## config.mk

```make
export PLATFORM = sky130hd
export DESIGN_NAME = instruction_fetch_unit
export DESIGN_NICKNAME = d
export VERILOG_FILES = /design/src/rtl/instruction_fetch_unit.sv
export SDC_FILE = /design/constraint.sdc
export NUM_CORES = 1
export LEC_CHECK = 0
export CORE_ASPECT_RATIO = 1.4
export CORE_UTILIZATION = 45
export CTS_CLUSTER_DIAMETER = 40
export DETAILED_ROUTE_END_ITERATION = 7
export MAX_ROUTING_LAYER = met4
export PLACE_DENSITY = 0.72
export RECOVER_POWER = 100
export SLEW_MARGIN = 10
export SYNTH_ARGS = -nofsm -noshare
export SYNTH_HDL_FRONTEND = slang
export SYNTH_SLANG_ARGS = --single-unit
export TNS_END_PERCENT = 5
```

## constraint.sdc

```tcl
create_clock -name clk -period 6.7 [get_ports clk]
set_clock_uncertainty 0.2 [all_clocks]
set_input_delay 0.67 -clock clk [delete_from_list [all_inputs] [get_ports clk]]
set_output_delay 0.67 -clock clk [all_outputs]
set_load 0.01 [all_outputs]
```

## src/rtl/instruction_fetch_unit.sv

```systemverilog
// Instruction fetch unit: walks the fetch PC through a combinational instruction
// memory and buffers (pc, instr) pairs in a small prefetch FIFO for decode.
module instruction_fetch_unit #(
  parameter int          DEPTH    = 4,
  parameter logic [31:0] RESET_PC = 32'h0000_0000
) (
  input  logic                           clk,
  input  logic                           rst,
  output logic [31:0]                    imem_addr,
  input  logic [31:0]                    imem_rd,
  input  logic                           fetch_en,
  input  logic                           redirect_valid,
  input  logic [31:0]                    redirect_pc,
  output logic                           out_valid,
  input  logic                           out_ready,
  output logic [31:0]                    out_instr,
  output logic [31:0]                    out_pc,
  output logic [$clog2(DEPTH+1)-1:0]     fifo_count
);

  localparam int AW = $clog2(DEPTH);
  localparam int CW = $clog2(DEPTH+1);

  logic [31:0]   r_pc;
  logic [AW-1:0] r_wr_ptr;
  logic [AW-1:0] r_rd_ptr;
  logic [CW-1:0] r_count;
  logic [31:0]   r_entry_pc    [DEPTH];
  logic [31:0]   r_entry_instr [DEPTH];

  logic          w_pop;
  logic          w_push;
  logic [31:0]   w_redirect_target;

  assign w_pop             = (r_count != '0) & out_ready;
  assign w_push            = fetch_en & ~redirect_valid & ((r_count < CW'(DEPTH)) | w_pop);
  assign w_redirect_target = redirect_pc & 32'hFFFF_FFFC;

  // Control state: redirect wins over push/pop; a pop coinciding with a
  // redirect is simply dropped along with the rest of the FIFO.
  always_ff @(posedge clk or negedge rst) begin
    if (!rst) begin
      r_pc     <= RESET_PC;
      r_wr_ptr <= '0;
      r_rd_ptr <= '0;
      r_count  <= '0;
    end else if (redirect_valid) begin
      r_pc     <= w_redirect_target;
      r_wr_ptr <= '0;
      r_rd_ptr <= '0;
      r_count  <= '0;
    end else begin
      if (w_push) begin
        r_pc     <= r_pc + 32'd4;
        r_wr_ptr <= r_wr_ptr + AW'(1);
      end
      if (w_pop) begin
        r_rd_ptr <= r_rd_ptr + AW'(1);
      end
      case ({w_push, w_pop})
        2'b10:   r_count <= r_count + CW'(1);
        2'b01:   r_count <= r_count - CW'(1);
        default: r_count <= r_count;
      endcase
    end
  end

  // Entries are cleared on reset so the head reads as zero straight out of reset.
  genvar gi;
  generate
    for (gi = 0; gi < DEPTH; gi++) begin : g_entry
      always_ff @(posedge clk or negedge rst) begin
        if (!rst) begin
          r_entry_pc[gi]    <= '0;
          r_entry_instr[gi] <= '0;
        end else if (w_push && (r_wr_ptr == AW'(gi))) begin
          r_entry_pc[gi]    <= r_pc;
          r_entry_instr[gi] <= imem_rd;
        end
      end
    end
  endgenerate

  assign imem_addr  = r_pc;
  assign out_valid  = (r_count != '0);
  assign out_pc     = r_entry_pc[r_rd_ptr];
  assign out_instr  = r_entry_instr[r_rd_ptr];
  assign fifo_count = r_count;

endmodule

```

==> impl_metrics.ini <==
[power]
p_leak_nw = 6.845
finalPower_w = 0.006851
powerDensity_nw_per_um2 = 424.3
irDropWorstVdd_uv = 301.7

[final_layout]
regArea_um2 = 7139
final_nets = 1110
multiInputGateArea_um2 = 5563
area_growth_pct = 22.09
fillers = 2360
final_layout_size_suffix_gt1_share_pct = 36.44

[timing]
hold_viol = 0
fin_tns_setup_ps = 0
period_needed_ps = 4889
tightest_slew_ps = 3593
layout_setup_ws_ps = 1811
max_clock_freq_mhz = 204.5
final-setup-viol-count = 0
max_slew_margin_pct = -139.5
rsz0062_at_grt = false
slew_violations = 395
period_share_pct = 72.97

[drt]
dr_total_vias = 8170
drt_iter0_markers = 331
ant_nets = 0
wire_per_inst_um = 20.46
wl_um = 29430
drc = 0
via_per_inst = 5.682
dr.pass1.iters = 5

[worst_setup_path]
cp-startpoint = fetch_en
r2r_slack_ps = 2170
crit_arrival_ps = 5060
reg2reg_to = r_entry_pc[56]
endpoint = r_entry_pc[90]
crit_type = in -> reg
cp-end-kind = flop
rr_startpoint = fifo_count[2]
r2r_cells = 5
crit_fanout = 62
start_kind = primary input
required_ps = 6870

[global_routing]
grt.overflow.total = 0
grt_max_degree = 144
first_global_vias = 8490
antenna_found_initial = 1
track_usage_pct = 20.91
grt_pass1_wl_um = 47090

[floorplan]
io_pins = 169
initial_utilization_pct = 46.11
die_y_um = 204.8
rows = 73
die_x_um = 146.9
die_area_um2 = 30090
core_region_area_um2 = 28680

[yosys]
synth_warnings = 0
syn_inst = 899
yosysUniqueCellTypes = 45
synth_top_area_share_pct = 53.93
syn-cell-area_um2 = 13220
yosys.area.top_type = dfrtp_1
avgSynthCellArea_um2 = 14.71
ys_ff_latch = 285
yosysSeqAreaShare_pct = 53.93
synth_area_leaders = dfrtp_1 (54%), mux2_2 (21%), mux4_2 (11%), buf_6 (2.1%), nand3_1 (0.91%)

[clock_tree]
clk_pin_slew_ps = 60
post-cts-setup-buffers = 0
clockBufferDepth = 3
cts-root-buf = clkbuf_16
cts_hold_buf = 0
post_cts_resized = 0
clock_latency_ps = 520
cts_tree = done
cts.sinks = 285
htreeDepth = 2
numCtsBuffers = 39

[placed_design]
place.gp.congestion = 0.7934
port_buffers = 162
pre_cts_ws_ps = 2982
dp_hpwl_um = 17040

[run_status]
status = finished with violations
violations = max-capacitance violations, max-slew violations

[flow_run]
maxCapViolations = 5

[worst_hold_path]
hold_depth = 1
min_path_type = reg -> reg
cells by family after synthesis:
kind of cell	share of synthesized area (%)
mux	31.91
xor+xnor	0.7948
buf+inv	4.012
simple gates	5.904
fa+ha+maj	0.6245
flops	53.93
other cells	0.02836
compound gates	2.791
state kept, by name, summed over array words and instances (netlist names):
signal         count
r_rd_ptr           2
r_wr_ptr           2
r_entry_pc       120
r_entry_instr    128
imem_addr         30
fifo_count         3
synthesized netlist by cell type, drive strengths merged:
master  count
o31a        1
nor3b       2
mux2      249
a31oi       8
or3         4
mux4       62
mux2i       2
and2        3
a22oi       6
xnor2       6
xor2        6
or4        11
a311o       2
and4        2
clkbuf     28
nand2b      1
nor3        9
or3b        1
a21oi       3
nand3      25
and3        6
nor2b       7
o31ai      12
or2         3
inv         8
o21ai      14
o311ai      8
ha          5
nor4        4
nand4      14
conb        1
buf        46
dfrtp     285
fa          1
nand2      35
nor2       19
layout make-up:
cell class	instances	area share, %
multi-input cells	535	34.45
flip-flops and latches	285	44.22
inverters	8	0.1860
diodes	1	0.01550
repair buffers	166	10.22
clock inverters	21	1.643
well taps	375	2.906
clock buffers	47	6.355
placed cells by master, fill, tap and decap left out, drive strengths merged, types with 19 or more instances in the layout:
cell type,n
dfrtp,285
mux2,249
dlygate4sd3,98
mux4,62
clkdlybuf4s50,62
clkbuf,49
nand2,35
nand3,25
nor2,19
routing by layer:
metal | wire (µm) | up-vias | track usage [%]
met5 | 0 | - | -
met4 | 464 | 0 | 5.618
met3 | 1505 | 31 | 4.053
met2 | 15150 | 218 | 35.41
met1 | 12310 | 4303 | 25.57
li1 | - | 3618 | -
worst max-delay path, cell delays in order:
cell	delay, ps
dlygate4sd3_1	810
inv_1	120
nor3_1	180
clkbuf_1	210
nand2_1	1930
mux2_1	1100
worst min-delay path by stage:
stage | from | to | slack, ps
floorplan | rst | fifo_count[0] | 170
finish | r_entry_instr[23] | r_entry_instr[23] | 300
global route | r_entry_pc[16] | r_entry_pc[16] | 310
detailed placement | r_entry_pc[39] | r_entry_pc[39] | 290
global placement | r_entry_instr[57] | r_entry_instr[57] | 280
CTS | rst | r_entry_instr[120] | 140
power by group:
group | switching (W) | total (W) | internal [W]
sequential | 0.000436 | 0.00280 | 0.00236
combinational | 0.000687 | 0.00200 | 0.00132
clock | 0.000757 | 0.00205 | 0.00129
per-stage QoR:
stage	hold WS [ps]	cells	cell area, µm²	util, %
finish	298.0	1438	16150	56.30
global route	307.6	1438	16150	56.30
CTS	140.4	1437	16190	56.44
detailed placement	287.3	1369	14900	51.94
global placement	281.1	1369	14900	51.94
floorplan	174.4	902	13240	-
(Power assumes the default switching activity.)
